[src/rtl/soc_interrupt_controller_v2_pkg.sv]
// Shared constants and types for the SoC interrupt controller.
package soc_int_pkg;

    localparam int INT_ID_W = 5;
    localparam int MAX_INT  = 32;

    typedef enum logic {
        INT_LEVEL = 1'b0,
        INT_EDGE  = 1'b1
    } int_mode_e;

endpackage

[src/rtl/soc_interrupt_controller_v2_if.sv]
// CPU-facing interrupt line: request flag plus the id of the source being offered.
interface SoC_InterruptBus;
    import soc_int_pkg::*;

    logic                irq;
    logic [INT_ID_W-1:0] irq_id;

    modport Generator (output irq, output irq_id);
    modport Receiver  (input  irq, input  irq_id);

endinterface

[src/rtl/soc_interrupt_controller_v2_prio_select.sv]
// Highest-priority picker over an eligible vector; ties go to the lowest index.
module soc_int_prio_select
    import soc_int_pkg::*;
#(
    parameter int NUM_INT   = 32,
    parameter int PRIO_BITS = 3
) (
    input  logic [NUM_INT-1:0]           eligible,
    input  logic [NUM_INT*PRIO_BITS-1:0] prio,
    output logic                         valid,
    output logic [INT_ID_W-1:0]          id
);

    localparam int LEAVES = 1 << $clog2(NUM_INT);
    localparam int NODES  = 2 * LEAVES - 1;

    logic                 node_v  [NODES];
    logic [PRIO_BITS-1:0] node_p  [NODES];
    logic [INT_ID_W-1:0]  node_id [NODES];

    // Balanced tree keeps the compare depth at log2(NUM_INT) for 32 sources.
    always_comb begin
        // NOTE: every node gets a value before any branch so no latch can be inferred.
        for (int n = 0; n < NODES; n++) begin
            node_v[n]  = 1'b0;
            node_p[n]  = '0;
            node_id[n] = '0;
        end

        for (int i = 0; i < NUM_INT; i++) begin
            node_v[LEAVES-1+i]  = eligible[i];
            node_p[LEAVES-1+i]  = prio[i*PRIO_BITS +: PRIO_BITS];
            node_id[LEAVES-1+i] = INT_ID_W'(i);
        end

        // The left child always holds the lower indices, so it wins on equal priority.
        for (int n = LEAVES - 2; n >= 0; n--) begin
            if (node_v[2*n+2] && (!node_v[2*n+1] || node_p[2*n+2] > node_p[2*n+1])) begin
                node_v[n]  = 1'b1;
                node_p[n]  = node_p[2*n+2];
                node_id[n] = node_id[2*n+2];
            end else begin
                node_v[n]  = node_v[2*n+1];
                node_p[n]  = node_p[2*n+1];
                node_id[n] = node_id[2*n+1];
            end
        end

        valid = node_v[0];
        id    = node_v[0] ? node_id[0] : '0;
    end

endmodule

[src/rtl/soc_interrupt_controller_v2.sv]
// Priority interrupt controller: edge/level sources, pending and in-service tracking,
// threshold masking and nested delivery on a single CPU interrupt line.
module soc_interrupt_controller_v2
    import soc_int_pkg::*;
#(
    parameter int NUM_INT   = 32,
    parameter int PRIO_BITS = 3
) (
    input  logic                         clk,
    input  logic                         res,
    SoC_InterruptBus.Generator           int_bus,
    input  logic [NUM_INT-1:0]           enabled_int,
    input  logic [NUM_INT-1:0]           int_mode,
    input  logic [NUM_INT*PRIO_BITS-1:0] int_prio,
    input  logic [PRIO_BITS-1:0]         prio_threshold,
    input  logic [NUM_INT-1:0]           int_triggers,
    input  logic [NUM_INT-1:0]           int_clears,
    input  logic                         claim,
    input  logic                         complete,
    input  logic [INT_ID_W-1:0]          complete_id,
    output logic [NUM_INT-1:0]           pending,
    output logic [NUM_INT-1:0]           in_service
);

    logic [NUM_INT-1:0]           en_q;
    logic [NUM_INT-1:0]           mode_q;
    logic [NUM_INT*PRIO_BITS-1:0] prio_q;
    logic [PRIO_BITS-1:0]         thr_q;

    logic [NUM_INT-1:0] trig_q;
    logic [NUM_INT-1:0] armed;

    logic [NUM_INT-1:0] eligible;
    logic [NUM_INT-1:0] trig_set;
    logic [NUM_INT-1:0] claim_vec;
    logic [NUM_INT-1:0] complete_vec;
    logic [NUM_INT-1:0] pending_n;
    logic [NUM_INT-1:0] in_service_n;

    logic                sel_valid;
    logic [INT_ID_W-1:0] sel_id;

    // Configuration is captured once per cycle so irq/irq_id depend on flops only
    // and a config change takes effect on the following cycle.
    // NOTE: these are plain data registers; nothing is gated by them while pending is
    // held at zero, so they need no reset.
    always_ff @(posedge clk) begin
        en_q   <= enabled_int;
        mode_q <= int_mode;
        prio_q <= int_prio;
        thr_q  <= prio_threshold;
    end

    // armed marks sources seen low since reset, so a trigger already high when
    // reset is released does not count as an edge.
    // NOTE: state registers use non-blocking assignments so every flop samples
    // the pre-edge values regardless of statement order.
    always_ff @(posedge clk) begin
        if (res) begin
            pending    <= '0;
            in_service <= '0;
            trig_q     <= '0;
            armed      <= '0;
        end else begin
            pending    <= pending_n;
            in_service <= in_service_n;
            trig_q     <= int_triggers;
            armed      <= armed | ~int_triggers;
        end
    end

    always_comb begin
        eligible = '0;
        for (int i = 0; i < NUM_INT; i++) begin
            eligible[i] = pending[i] & en_q[i] & ~in_service[i]
                        & (prio_q[i*PRIO_BITS +: PRIO_BITS] > thr_q);
        end
    end

    soc_int_prio_select #(
        .NUM_INT   (NUM_INT),
        .PRIO_BITS (PRIO_BITS)
    ) u_select (
        .eligible (eligible),
        .prio     (prio_q),
        .valid    (sel_valid),
        .id       (sel_id)
    );

    // Comparing against each in-range index drops complete_id >= NUM_INT for free.
    always_comb begin
        trig_set     = '0;
        claim_vec    = '0;
        complete_vec = '0;
        for (int i = 0; i < NUM_INT; i++) begin
            if (int_mode_e'(mode_q[i]) == INT_EDGE) begin
                trig_set[i] = int_triggers[i] & ~trig_q[i] & armed[i];
            end else begin
                trig_set[i] = int_triggers[i];
            end
            claim_vec[i]    = claim & sel_valid & (sel_id == INT_ID_W'(i));
            complete_vec[i] = complete & (complete_id == INT_ID_W'(i));
        end
        // A new trigger outranks any clear; a claim outranks a same-cycle complete.
        pending_n    = (pending & ~(int_clears | claim_vec)) | trig_set;
        in_service_n = (in_service & ~complete_vec) | claim_vec;
    end

    assign int_bus.irq    = sel_valid;
    assign int_bus.irq_id = sel_id;

endmodule

[src/flat_wrapper.sv]
// flat-port wrapper written by rule: the top's interface ports become plain ports
module soc_interrupt_controller_v2_flat import soc_int_pkg::*;
#(
    parameter int NUM_INT   = 32,
    parameter int PRIO_BITS = 3
)
  (clk, res, enabled_int, int_mode, int_prio, prio_threshold, int_triggers, int_clears, claim, complete, complete_id, pending, in_service, int_bus_irq, int_bus_irq_id);
  SoC_InterruptBus int_bus_i ();
  input  logic clk;
  input  logic res;
  input  logic [NUM_INT-1:0] enabled_int;
  input  logic [NUM_INT-1:0] int_mode;
  input  logic [NUM_INT*PRIO_BITS-1:0] int_prio;
  input  logic [PRIO_BITS-1:0] prio_threshold;
  input  logic [NUM_INT-1:0] int_triggers;
  input  logic [NUM_INT-1:0] int_clears;
  input  logic claim;
  input  logic complete;
  input  logic [INT_ID_W-1:0] complete_id;
  output logic [NUM_INT-1:0] pending;
  output logic [NUM_INT-1:0] in_service;
  output wire logic [$bits(int_bus_i.irq)-1:0] int_bus_irq;
  output wire logic [$bits(int_bus_i.irq_id)-1:0] int_bus_irq_id;
  assign int_bus_irq = int_bus_i.irq;
  assign int_bus_irq_id = int_bus_i.irq_id;
  soc_interrupt_controller_v2 #(.NUM_INT(NUM_INT), .PRIO_BITS(PRIO_BITS)) u_core (.clk(clk), .res(res), .int_bus(int_bus_i), .enabled_int(enabled_int), .int_mode(int_mode), .int_prio(int_prio), .prio_threshold(prio_threshold), .int_triggers(int_triggers), .int_clears(int_clears), .claim(claim), .complete(complete), .complete_id(complete_id), .pending(pending), .in_service(in_service));
endmodule
[config.mk]
export PLATFORM = sky130hd
export DESIGN_NAME = soc_interrupt_controller_v2_flat
export DESIGN_NICKNAME = d
export VERILOG_FILES = /design/src/rtl/soc_interrupt_controller_v2_pkg.sv /design/src/rtl/soc_interrupt_controller_v2_if.sv /design/src/rtl/soc_interrupt_controller_v2_prio_select.sv /design/src/rtl/soc_interrupt_controller_v2.sv /design/src/flat_wrapper.sv
export SDC_FILE = /design/constraint.sdc
export NUM_CORES = 1
export LEC_CHECK = 0
export CAP_MARGIN = 0
export CORE_MARGIN = 5
export CORE_UTILIZATION = 40
export DETAILED_ROUTE_END_ITERATION = 8
export PLACE_DENSITY = 0.64
export SLEW_MARGIN = 20
export SYNTH_ARGS = -nofsm -noshare
export SYNTH_HDL_FRONTEND = slang
export SYNTH_SLANG_ARGS = --single-unit
[constraint.sdc]
create_clock -name clk -period 8.9 [get_ports clk]
set_input_delay 1.335 -clock clk [delete_from_list [all_inputs] [get_ports clk]]
set_output_delay 1.335 -clock clk [all_outputs]
set_load 0.05 [all_outputs]
# [Word-level counts from Yosys, hierarchy flattened]
# Cells that the tools add are included.
[word_totals] word_cells=651 input_bits=236 reg_bits=291
[op_classes] muxes=125 bitwise=298 eq_ne=62 n_lt_le_gt_ge=63 reduce_logical=95
[ops] op="$and 1x1->1" count=225
[ops] op="$gt 3x3->1" count=63
[ops] op="$eq 5x5->1 const B" count=32
[ops] op="$or 32x32->32" count=4
[ops] op="$not 32->32" count=3
[ops] op="$mux 3" count=30
[ops] op="$eq 5x4->1 const B" count=16
[ops] op="$mux 5" count=16
[ops] op="$mux 1" count=79
[ops] op="$and 32x32->32" count=2
[ops] op="$not 1->1" count=64
[ops] op="$eq 5x3->1 const B" count=8
[ops] op="$logic_and 1x1->1" count=31
[ops] op="$logic_not 1->1" count=31
[ops] op="$logic_or 1x1->1" count=31
[ops] op="$eq 5x2->1 const B" count=4
[ops] op="$eq 5x1->1 const B" count=2
[ops] op="$logic_not 5->1" count=2

# [Depth between registers and ports, before layout]
[logic_depth] word_depth=30 ltp_mapped=43 depth_no_buf=42

# [By module]
# Synthesis repeated with hierarchy kept, for this count alone.
[hier_totals] cells_unflattened=1470 area_unflattened_um2=14239.9
[modules_own_cells] mod="soc_interrupt_controller_v2" area_per_inst_um2=10228.6 n_inst=1 seq_area_each_um2=5825.6 cells_per_inst=955
[modules_own_cells] mod="soc_int_prio_select" area_per_inst_um2=4011.3 n_inst=1 seq_area_each_um2=0.0 cells_per_inst=515

# [Worst setup path before layout]
# No wires, ideal clock.
[synth_path] path_type="reg-to-output" from="reg u_core.thr_q[0]" to="out int_bus_irq_id[1]" path_stages_with_launch=34 path_slack_ps=-1071 t_arrival_ps=8636 cell_sequence="dfxtp_1 > ha_1 > a311oi_1 > o211ai_1 > nand2_1 > mux2i_1 > ha_1 > nor2b_1 > o21ai_0 > a32oi_1 > o21ai_0 > mux2_2 > ha_1 > nor2b_1 > o21ai_0 > a32oi_1 > a21oi_1 > nor2_1 > mux2_2 > ha_1 > o21ai_0 > a32oi_1 > a41oi_1 > a31o_2 > buf_6 > nor2_1 > a21oi_1 > ha_1 > nor2b_1 > o21a_1 > o21ai_0 > o31ai_2 > nand2_1 > o21ai_0"
[synth_via] elab_chain_cells=23 elab_cells_between_ends=249 cone_classes="order compare: 47; mux: 77; bitwise: 32; reduce/logical: 93"
[synth_rtl] item="start: declaration" line="soc_interrupt_controller_v2.sv:28" rtl="logic [PRIO_BITS-1:0] thr_q;"
[synth_rtl] item="start signal: assignment" line="soc_interrupt_controller_v2.sv:51" rtl="thr_q <= prio_threshold;"
[synth_rtl] item="$gt 3x3->1" line="soc_interrupt_controller_v2.sv:76" rtl="& (prio_q[i*PRIO_BITS +: PRIO_BITS] > thr_q);"
[synth_rtl] item="$and 1x1->1" line="soc_interrupt_controller_v2.sv:76"
[synth_rtl] item="$logic_not 1->1" line="soc_interrupt_controller_v2_prio_select.sv:38" rtl="if (node_v[2*n+2] && (!node_v[2*n+1] || node_p[2*n+2] > node_p[2*n+1])) begin"
[synth_rtl] item="$logic_or 1x1->1" line="soc_interrupt_controller_v2_prio_select.sv:38"
[synth_rtl] item="$logic_and 1x1->1" line="soc_interrupt_controller_v2_prio_select.sv:38"
[synth_rtl] item="$mux 3 / $mux 1 (equally long branches)" line="soc_interrupt_controller_v2_prio_select.sv:38"
[synth_rtl] item="$gt 3x3->1 / $logic_not 1->1 (equally long branches)" line="soc_interrupt_controller_v2_prio_select.sv:38"
[synth_rtl] item="$logic_or 1x1->1" line="soc_interrupt_controller_v2_prio_select.sv:38"
[synth_rtl] item="[... 7 more ...]"
[synth_rtl] item="$logic_or 1x1->1" line="soc_interrupt_controller_v2_prio_select.sv:38"
[synth_rtl] item="$logic_and 1x1->1" line="soc_interrupt_controller_v2_prio_select.sv:38"
[synth_rtl] item="$mux 3 / $mux 1 (equally long branches)" line="soc_interrupt_controller_v2_prio_select.sv:38"
[synth_rtl] item="$gt 3x3->1 / $logic_not 1->1 (equally long branches)" line="soc_interrupt_controller_v2_prio_select.sv:38"
[synth_rtl] item="$logic_or 1x1->1" line="soc_interrupt_controller_v2_prio_select.sv:38"
[synth_rtl] item="$logic_and 1x1->1" line="soc_interrupt_controller_v2_prio_select.sv:38"
[synth_rtl] item="$mux 5 / $mux 1 (equally long branches)" line="soc_interrupt_controller_v2_prio_select.sv:38"
[synth_rtl] item="$mux 5 *" line="soc_interrupt_controller_v2_prio_select.sv:50" rtl="id = node_v[0] ? node_id[0] : '0;"
[synth_rtl] item="end: declaration" line="flat_wrapper.sv:23" rtl="output wire logic [$bits(int_bus_i.irq_id)-1:0] int_bus_irq_id;"
# Every way passes the cells marked *; elsewhere a longest branch is shown, timed or not.

# [Final worst setup path]
[layout_path] from="reg u_core.thr_q[1]" to="out int_bus_irq_id[0]"
# Same word-level chain as after synthesis.

==> results.tsv <==
stage	metric	value	unit
critical_path	crit_type	flop to output pin	
layout	area_growth	53.3	%
grt	grt_pass1_wl	75100	um
die	die-area	39900	um2
routing	first_pass_iters	5	
routing	routedWlPerCell	20.5	um
layout	num_antenna_cells	0	
routing	drc	0	
routing	ant_nets	0	
critical_path	critPathTopFamily	compound AO/OA/AOI/OAI gates	
yosys	yosysMostFrequentCell	dfxtp_1	
layout	nFillCells	2909	
clock_tree	hold_buffers	0	
yosys	synth_cells	1532	
grt	grt_pass1_vias	14100	
grt	antenna_found_initial	1	
placement	dpl_cell_area	18700	um2
power	powerDensity	196	nW/um2
yosys	synthTopCellsByArea	dfxtp_1, ha_1, mux2i_1, inv_1, o21ai_0	
timing	finalMaxSlewViolations	0	
yosys	synth-seq-area-share	40.4	%
die	initial_core_util	40.5	%
placement	dp_hpwl	37300	um
routing	vias	13700	
worst_hold_path	hold_path.class	flop to flop	
grt	grt_overflow	0	
routing	drt_iter0_drc	703	
clock_tree	path_clk_slew	0.06	ns
grt	grt_max_degree	68	
layout	stdcell_area	22100	um2
yosys	synth_fp_nets	1957	
critical_path	cp.required	7.57	ns
die	core_region_area	35600	um2
layout	drive_gt1_share	23.6	%
critical_path	cp_slowest_cell	mux2i_2	
critical_path	cp_slowest_stage_delay	0.37	ns
timing	worstMarginPinSlew	0.824	ns
clock_tree	h-tree-depth	1	
timing	fin_crit	9.42	ns
yosys	yosysTopAreaCell	dfxtp_1	
clock_tree	cts_root_buf	clkbuf_16	
critical_path	critPathMaxFanout	8	
status	violations	setup timing	
layout	fin_nets	2465	
yosys	ys_warn_count	0	
clock_tree	cts_tree	done	
timing	setup_violations	5	
yosys	yosys.cell_types.count	67	
timing	fin_skew	0.0261	ns
routing	wl	51800	um
timing	fin_ws	-0.521	ns
critical_path	path_buf_inv	6	
critical_path	cp-start-kind	flop	
yosys	ys_ff_latch	291	
run	cap_violations	0	
placement	place_congestion	0.926	
power	power_leakage	9.31	nW
timing	max_slew_margin	45.0	%
die	die_y	200	um
timing	rsz0062_at_grt	true	
critical_path	setup.worst_path.end_class	output pin	
timing	fin_crit_sh	106	%
die	std_cell_rows	69	
timing	hold_viol	0	
clock_tree	clk_latency	0.57	ns
yosys	synth_edf_count	0	
layout	final_core_util	62.2	%
clock_tree	cts_buffer_depth	3	
power	ir_worst_vdd	0.000186	V
die	io_pins	306	
critical_path	arrival	8.09	ns
critical_path	path_common_cell	ha_4	
clock_tree	numCtsBuffers	31	
yosys	synth_area	14400	um2
yosys	synthFlopType	dfxtp_1	
timing	fmax	106	MHz
clock_tree	clock_sinks	291	
placement	numPortBuffers	305	
yosys	postSynth.asyncResetShare	0	%
yosys	syn_area_per_cell	9.41	um2
grt	grt_use_total	23.7	%
status	run_status	complete, but fails checks	
yosys	netlist.area_leader.share	40.4	%
yosys	ys_top_cells_by_count	dfxtp_1, ha_1, inv_1, nand2_1, o21ai_0	
routing	via_per_inst	5.44	
die	die-width	200	um
-- cells by family (layout without fill, tap and decap cells) --
kind of cell / after synthesis / count (layout) / synth area share (%)
adder cells (fa/ha/maj): 189 / 189 / 16.4
flip-flops: 291 / 291 / 40.4
AO/OA/AOI/OAI: 430 / 430 / 20.7
AND/OR/NAND/NOR: 372 / 372 / 12.5
buffers and inverters: 175 / 707 / 4.68
multiplexers: 75 / 75 / 5.31
-- state kept, by name, indices dropped and copies added (netlist names) --
| register | cells |
|---|---|
| u_core.armed | 32 |
| u_core.mode_q | 32 |
| u_core.trig_q | 32 |
| u_core.pending | 32 |
| u_core.in_service | 32 |
| u_core.en_q | 32 |
| u_core.prio_q | 96 |
| u_core.thr_q | 3 |
-- metrics by stage --
step	power (mW)	TNS, ns	hold slack [ns]	setup slack, ns	cells
finish	4.32	-2.16	0.448	-0.521	2525
global route	4.51	-3.09	0.470	-0.703	2525
CTS	4.19	-1.09	0.451	-0.292	2482
detailed placement	2.60	-1.10	0.442	-0.314	2351
global placement	2.57	-0.166	0.435	-0.0893	2351
floorplan	2.12	0	0.426	0.00800	1532
-- per-layer routing --
metal	global-route usage [%]	share of wire [%]
met5	0	0
met4	7.50	3.9
met3	5.56	7.6
met2	39.6	46
met1	30.4	42
-- tightest hold or removal path, stage by stage, from the launching register on --
cell and delay [ns]:
dfxtp_1 0.30, inv_1 0.05, a21oi_1 0.05
-- worst paths after layout --
check | start | end | slack (ns) | cells past startpoint
setup / recovery | u_core.thr_q[1] | int_bus_irq_id[0] | -0.52 | 38
hold / removal | u_core.armed[27] | u_core.armed[27] | 0.45 | 2
setup reg to reg | u_core.thr_q[1] | u_core.pending[14] | 0.31 | 42
hold reg to reg | u_core.armed[27] | u_core.armed[27] | 0.45 | 2
-- power breakdown --
group / leakage (nW) / switching, mW / internal, mW / total (mW)
registers: 2.43 / 0.0610 / 1.38 / 1.44
logic: 6.33 / 0.777 / 0.704 / 1.48
clock network: 0.543 / 0.530 / 0.868 / 1.40
-- placed cells by master (no fill, tap or decap), types with 6 or more instances in the layout --
cell             Yosys  layout
a32o_1              37      36
a21oi_1            108      91
nand2b_1             8       6
mux2i_1             63      21
o211ai_1            21      21
o21ai_0            113      85
mux2_2              12       9
bufinv_16            0       6
buf_4                2     171
o21ai_1             17      17
and3_1               7       6
inv_1              155     149
ha_4                 0      32
clkbuf_16            0      33
o21ai_2              1      24
nor2_1              72      67
mux2i_2              0      20
a21oi_2              2      16
o21a_1              12      11
dfxtp_1            291     288
nand2_1            129     116
nand4_1              9       9
mux2i_4              0      22
a311oi_2             3      16
nand2_2              1      11
buf_6                1      13
nand3b_1            12      12
a32oi_1             27      17
nor2b_1             61      55
a32oi_2              6      16
nand3_1             50      47
clkdlybuf4s50_1      0     299
buf_12               0       7
clkbuf_8             0       7
a211oi_1            10      10
ha_1               189     156
-- what timing repair did --
item	CTS	global route
gates resized for setup	142	127
gates cloned	1	3
endpoints found under the setup margin	5	25
pin swaps	58	70
buffers inserted	73	41
-- area by class of cell --
| type | instances | area [um2] | share of cell area, % |
|---|---|---|---|
| Inverter | 156 | 598 | 2.71 |
| Clock buffer | 43 | 891 | 4.03 |
| Sequential cell | 291 | 5830 | 26.4 |
| Timing Repair Buffer | 494 | 4660 | 21.1 |
| Tap cell | 461 | 577 | 2.61 |
| Multi-Input combinational cell | 1066 | 9330 | 42.2 |
| Clock inverter | 14 | 228 | 1.03 |
(Power assumes the default switching activity.)
==> RTL change 1 (same flow settings) <==
Change the package constant `INT_ID_W` from 5 to 10.
--- a/src/rtl/soc_interrupt_controller_v2_pkg.sv
+++ b/src/rtl/soc_interrupt_controller_v2_pkg.sv
@@ -3,3 +3,3 @@
 
-    localparam int INT_ID_W = 5;
+    localparam int INT_ID_W = 10;
     localparam int MAX_INT  = 32;
Interface: changed (resized complete_id and int_bus_irq_id); port bits go from 306 to 316. The function was not compared with the original's and may differ.
==> RTL change 1 against the unedited design <==
The run still ends with setup timing left; synthesized area is 3.3% higher; setup slack worse by 0.040 ns; wire length is 1.0% lower; cell area is 0.25% lower; non-clock buffer count is 25 lower; sequential cell count stayed put; power is 8.5% higher; first-iteration DRC count is 2.0% higher; largest cell class unchanged.
==> RTL change 1: results (changes against the unedited design) <==
- wire length per cell: 20.3 µm, -0.85%
- total cell area at the placement stage: 19300 µm², +3.1%
- number of antenna violations at the first check in global routing: 6, +5
- detailed-route vias per instance: 5.41, -0.66%
- final setup fails: 4, -1
- top cell types by occurrence after synthesis: 291 x dfxtp_1, 189 x ha_1, 155 x inv_1
- RePlAce Congestion: 0.900, -2.8%
- count of buffers inserted at the top-level ports: 310, +1.6%
- status: finished with violations
- layout cell share with drive strength beyond 1: 0.223, -0.0134
- adder-cell area share of the yosys netlist: 0.159, -0.00525
- sequential-to-total area share from yosys stat: 0.391, -0.0129
- fraction of synthesized area in multiplexers: 0.0479, -0.00523
- worst max-slew margin expressed relative to the limit: 0.357, -0.0933
- Worst Skew: 0.0210 ns, -0.00509 ns
- routed wire length: 51.3 mm, -1.0%
- setup slack of the critical path after layout: -0.561 ns, -0.0397 ns
- maximum VDD drop: 0.165 mV, -11%
- failing checks: setup timing
- number of global-route vias before repair: 13800, -2.2%
- post-synthesis compound-gate area fraction: 0.224, +0.0176
- DP Wirelength: 38.9 mm, +4.5%
- Synth cell types: 80, +19%
- later-pin clock latency in the skew report: 0.59 ns, +0.02 ns
- slowest cell on the critical path: dfxtp_2
- first-pass GRT wire length: 76.3 mm, +1.7%
[RTL change 1: changes by cell type in the layout (fill, tap and decap cells not counted), moves of 11 or more]
cell and delta:
mux2i_1 +12, a21o_1 +11, nor3b_1 +12, o41ai_2 +19, a32o_1 -25, a21oi_1 -19, buf_4 -27, nor2_1 -14
o41ai_1 +13
[RTL change 1: cell families (layout without fill, tap and decap cells)]
group | Yosys count | in the layout
flip-flops | 291 | 291
AND/OR/NAND/NOR | 371 | 371
multiplexers | 70 | 70
other | 1 | 8
adder cells (fa/ha/maj) | 189 | 189
AO/OA/AOI/OAI | 439 | 439
buffers and inverters | 193 | 684
[RTL change 1: timing repair]
action | CTS | global route
endpoints found under the setup margin | 5 | 14
pin swaps | 34 | 92
setup buffers | 46 | 46
gates cloned | 2 | 1
resized for setup | 41 | 147
[RTL change 1: layout make-up]
cell class              instances  area (µm²)
flip-flops and latches        291        5830
multi-input cells            1074        9490
diodes                          3        7.51
fillers                      3046       14600
clock inverters                17         166
well taps                     468         586
clock buffers                  40         860
repair buffers                469        4510
inverters                     158         611
[RTL change 1: worst paths after layout]
path	from	to	depth (start not counted)	slack, ns
worst max-delay path	u_core.thr_q[1]	int_bus_irq_id[0]	40	-0.56
worst min-delay path	u_core.armed[25]	u_core.armed[25]	2	0.45
worst max register to register	u_core.thr_q[1]	u_core.pending[30]	43	0.36
worst min register to register	u_core.armed[25]	u_core.armed[25]	2	0.45
[RTL change 1: worst max-delay path: cells and delay by family, from the launching register on]
family | cells | cell delay (ns)
flops | 1 | 0.35
mux | 3 | 0.87
compound gates | 18 | 3.32
fa+ha+maj | 5 | 1.21
buf+inv | 7 | 0.83
simple gates | 7 | 0.96
[RTL change 1: routing by layer]
layer / vias to the layer above / track usage / part of all wire
met3: 78 / 0.0580 / 0.069
met4: 6 / 0.0623 / 0.026
met2: 384 / 0.392 / 0.47
met5: - / 0 / 0.00096
li1: 6633 / - / -
met1: 6529 / 0.301 / 0.43
[RTL change 1: report_power, final]
group	total (mW)	switching, mW	internal [mW]
clock network	1.29	0.545	0.742
logic	1.91	1.10	0.812
registers	1.49	0.0945	1.40
total	4.69	1.74	2.95
[RTL change 1: per-stage QoR]
step / util / TNS [ns] / worst slack [ns]
after detailed placement: 0.525 / -0.420 / -0.225
after global routing: 0.601 / -3.29 / -0.897
final: 0.601 / -1.62 / -0.561
after global placement: 0.525 / 0 / 0.0497
after floorplan: - / -0.636 / -0.433
after CTS: 0.569 / -1.37 / -0.489
==> RTL change 2 (same flow settings) <==
Made on the original files. Register the input `enabled_int` before use. The logic sees it one clock later. The other inputs are not delayed to match.
--- a/src/rtl/soc_interrupt_controller_v2.sv
+++ b/src/rtl/soc_interrupt_controller_v2.sv
@@ -24,2 +24,8 @@
 
+    logic [NUM_INT-1:0] enabled_int_q;
+
+    always_ff @(posedge clk) begin
+        enabled_int_q <= enabled_int;
+    end
+
     logic [NUM_INT-1:0]           en_q;
@@ -47,3 +53,3 @@
     always_ff @(posedge clk) begin
-        en_q   <= enabled_int;
+        en_q   <= enabled_int_q;
         mode_q <= int_mode;
Function: changed (Yosys sat finds a counterexample within 4 cycles, from zero or initial values).
==> RTL change 2 against the unedited design <==
The flow still finishes with violations (setup timing); sequential cell count is 32 higher; power is 4.1% higher; cell count is 3.0% higher; setup slack better by 0.14 ns; largest power group is now registers; die area is 4.9% higher; wire length is 1.5% lower; sequential power is 11% higher; cell area is 3.8% higher; synthesized area is 5.2% higher.
==> RTL change 2: results (changes against the unedited design) <==
- status: finished with violations
- failing checks: setup timing
- critical register-to-register path endpoint: u_core.pending[28]
- worst max-slew margin expressed relative to the limit: 0.400, -0.0505
- Synth cell types: 73, +9.0%
- leakage power of the design: 9.73 nW, +4.5%
- startpoint of the lowest-slack hold path: u_core.enabled_int_q[25]
- adder-cell area share of the yosys netlist: 0.156, -0.00812
- RePlAce Congestion: 0.908, -2.0%
- number of antenna violations at the first check in global routing: 4, +3
- worst hold slack: 0.325 ns, -0.123 ns
- number of stages on the worst hold path: 0, -2
- Worst Skew: 0.0193 ns, -0.00685 ns
- worst hold endpoint: u_core.en_q[25]
- met2 layer usage reported by global route: 0.388, -0.00829
- top fanout value on the critical path: 7, -1
- post-CTS repair timing setup buffer count: 35, -52%
- number of search-and-repair iterations in the first detailed-routing pass: 7, +2
- post-synthesis compound-gate area fraction: 0.200, -0.00727
- detailed router's first-iteration violation count: 819, +17%
- slowest cell on the critical path: mux2_4
- final setup fails: 5, unchanged
- setup slack of the critical path after layout: -0.385 ns, +0.137 ns
- leading post-synthesis cells by cell area: dfxtp_1 43%, ha_1 16%, mux2i_1 4.6%, inv_1 4.0%, o21ai_0 3.9%
- met3 Use GR: 0.0480, -0.00759
- later-pin clock latency in the skew report: 0.55 ns, -0.02 ns
- syn_nets: 1974, +0.87%
- number of fill cells: 3092, +6.3%
-- RTL change 2: changes by cell type after synthesis, sizes merged, moves of 6 or more --
| cell | change |
|---|---|
| dfxtp | +32 |
| nand2 | -19 |
| a32o | -16 |
| nor2 | -16 |
| nand3 | -13 |
| nand3b | +8 |
| o211ai | -8 |
| inv | +6 |
| mux2i | +6 |
| o21a | -6 |
| o2bb2ai | +6 |
-- RTL change 2: report_power, final --
group	switching [mW]	leakage, nW	internal (mW)
logic	0.776	6.46	0.686
clock network	0.593	0.568	0.845
registers	0.0661	2.70	1.53
total	1.43	9.73	3.07
-- RTL change 2: area by class of cell --
cell class                      count  share of cell area
Tap cell                          511              0.0279
Clock inverter                     17             0.00725
Antenna cell                        3            0.000327
Inverter                          162              0.0273
Sequential cell                   323               0.282
Timing Repair Buffer              499               0.208
Clock buffer                       44              0.0427
Multi-Input combinational cell   1041               0.405
-- RTL change 2: metrics by stage --
step | setup TNS (ns) | cells | instance area, µm² | total power [mW] | setup WS (ns)
after floorplan | 0 | 1549 | 15200 | 2.29 | 0.00109
after global placement | 0 | 2427 | 19500 | 2.75 | 0.0454
after detailed placement | -0.522 | 2427 | 19500 | 2.77 | -0.276
after CTS | -1.65 | 2524 | 21300 | 4.32 | -0.387
after global routing | -3.10 | 2600 | 22900 | 4.70 | -0.704
final | -1.54 | 2600 | 22900 | 4.50 | -0.385
-- RTL change 2: worst max-delay path, delay by kind of cell (launching register included) --
family,cells,cell delay [ns]
buffers and inverters,9,1.29
muxes,4,1.11
AOI/OAI and AO/OA,16,2.65
and+or+nand+nor,6,0.84
DFF,1,0.34
adders and majority gates,5,1.14
-- RTL change 2: metal layers --
metal  share of wire  routed length (µm)
met5         0.00014                   7
met1            0.40               20600
met4           0.039                1990
met3           0.063                3220
met2            0.49               25200
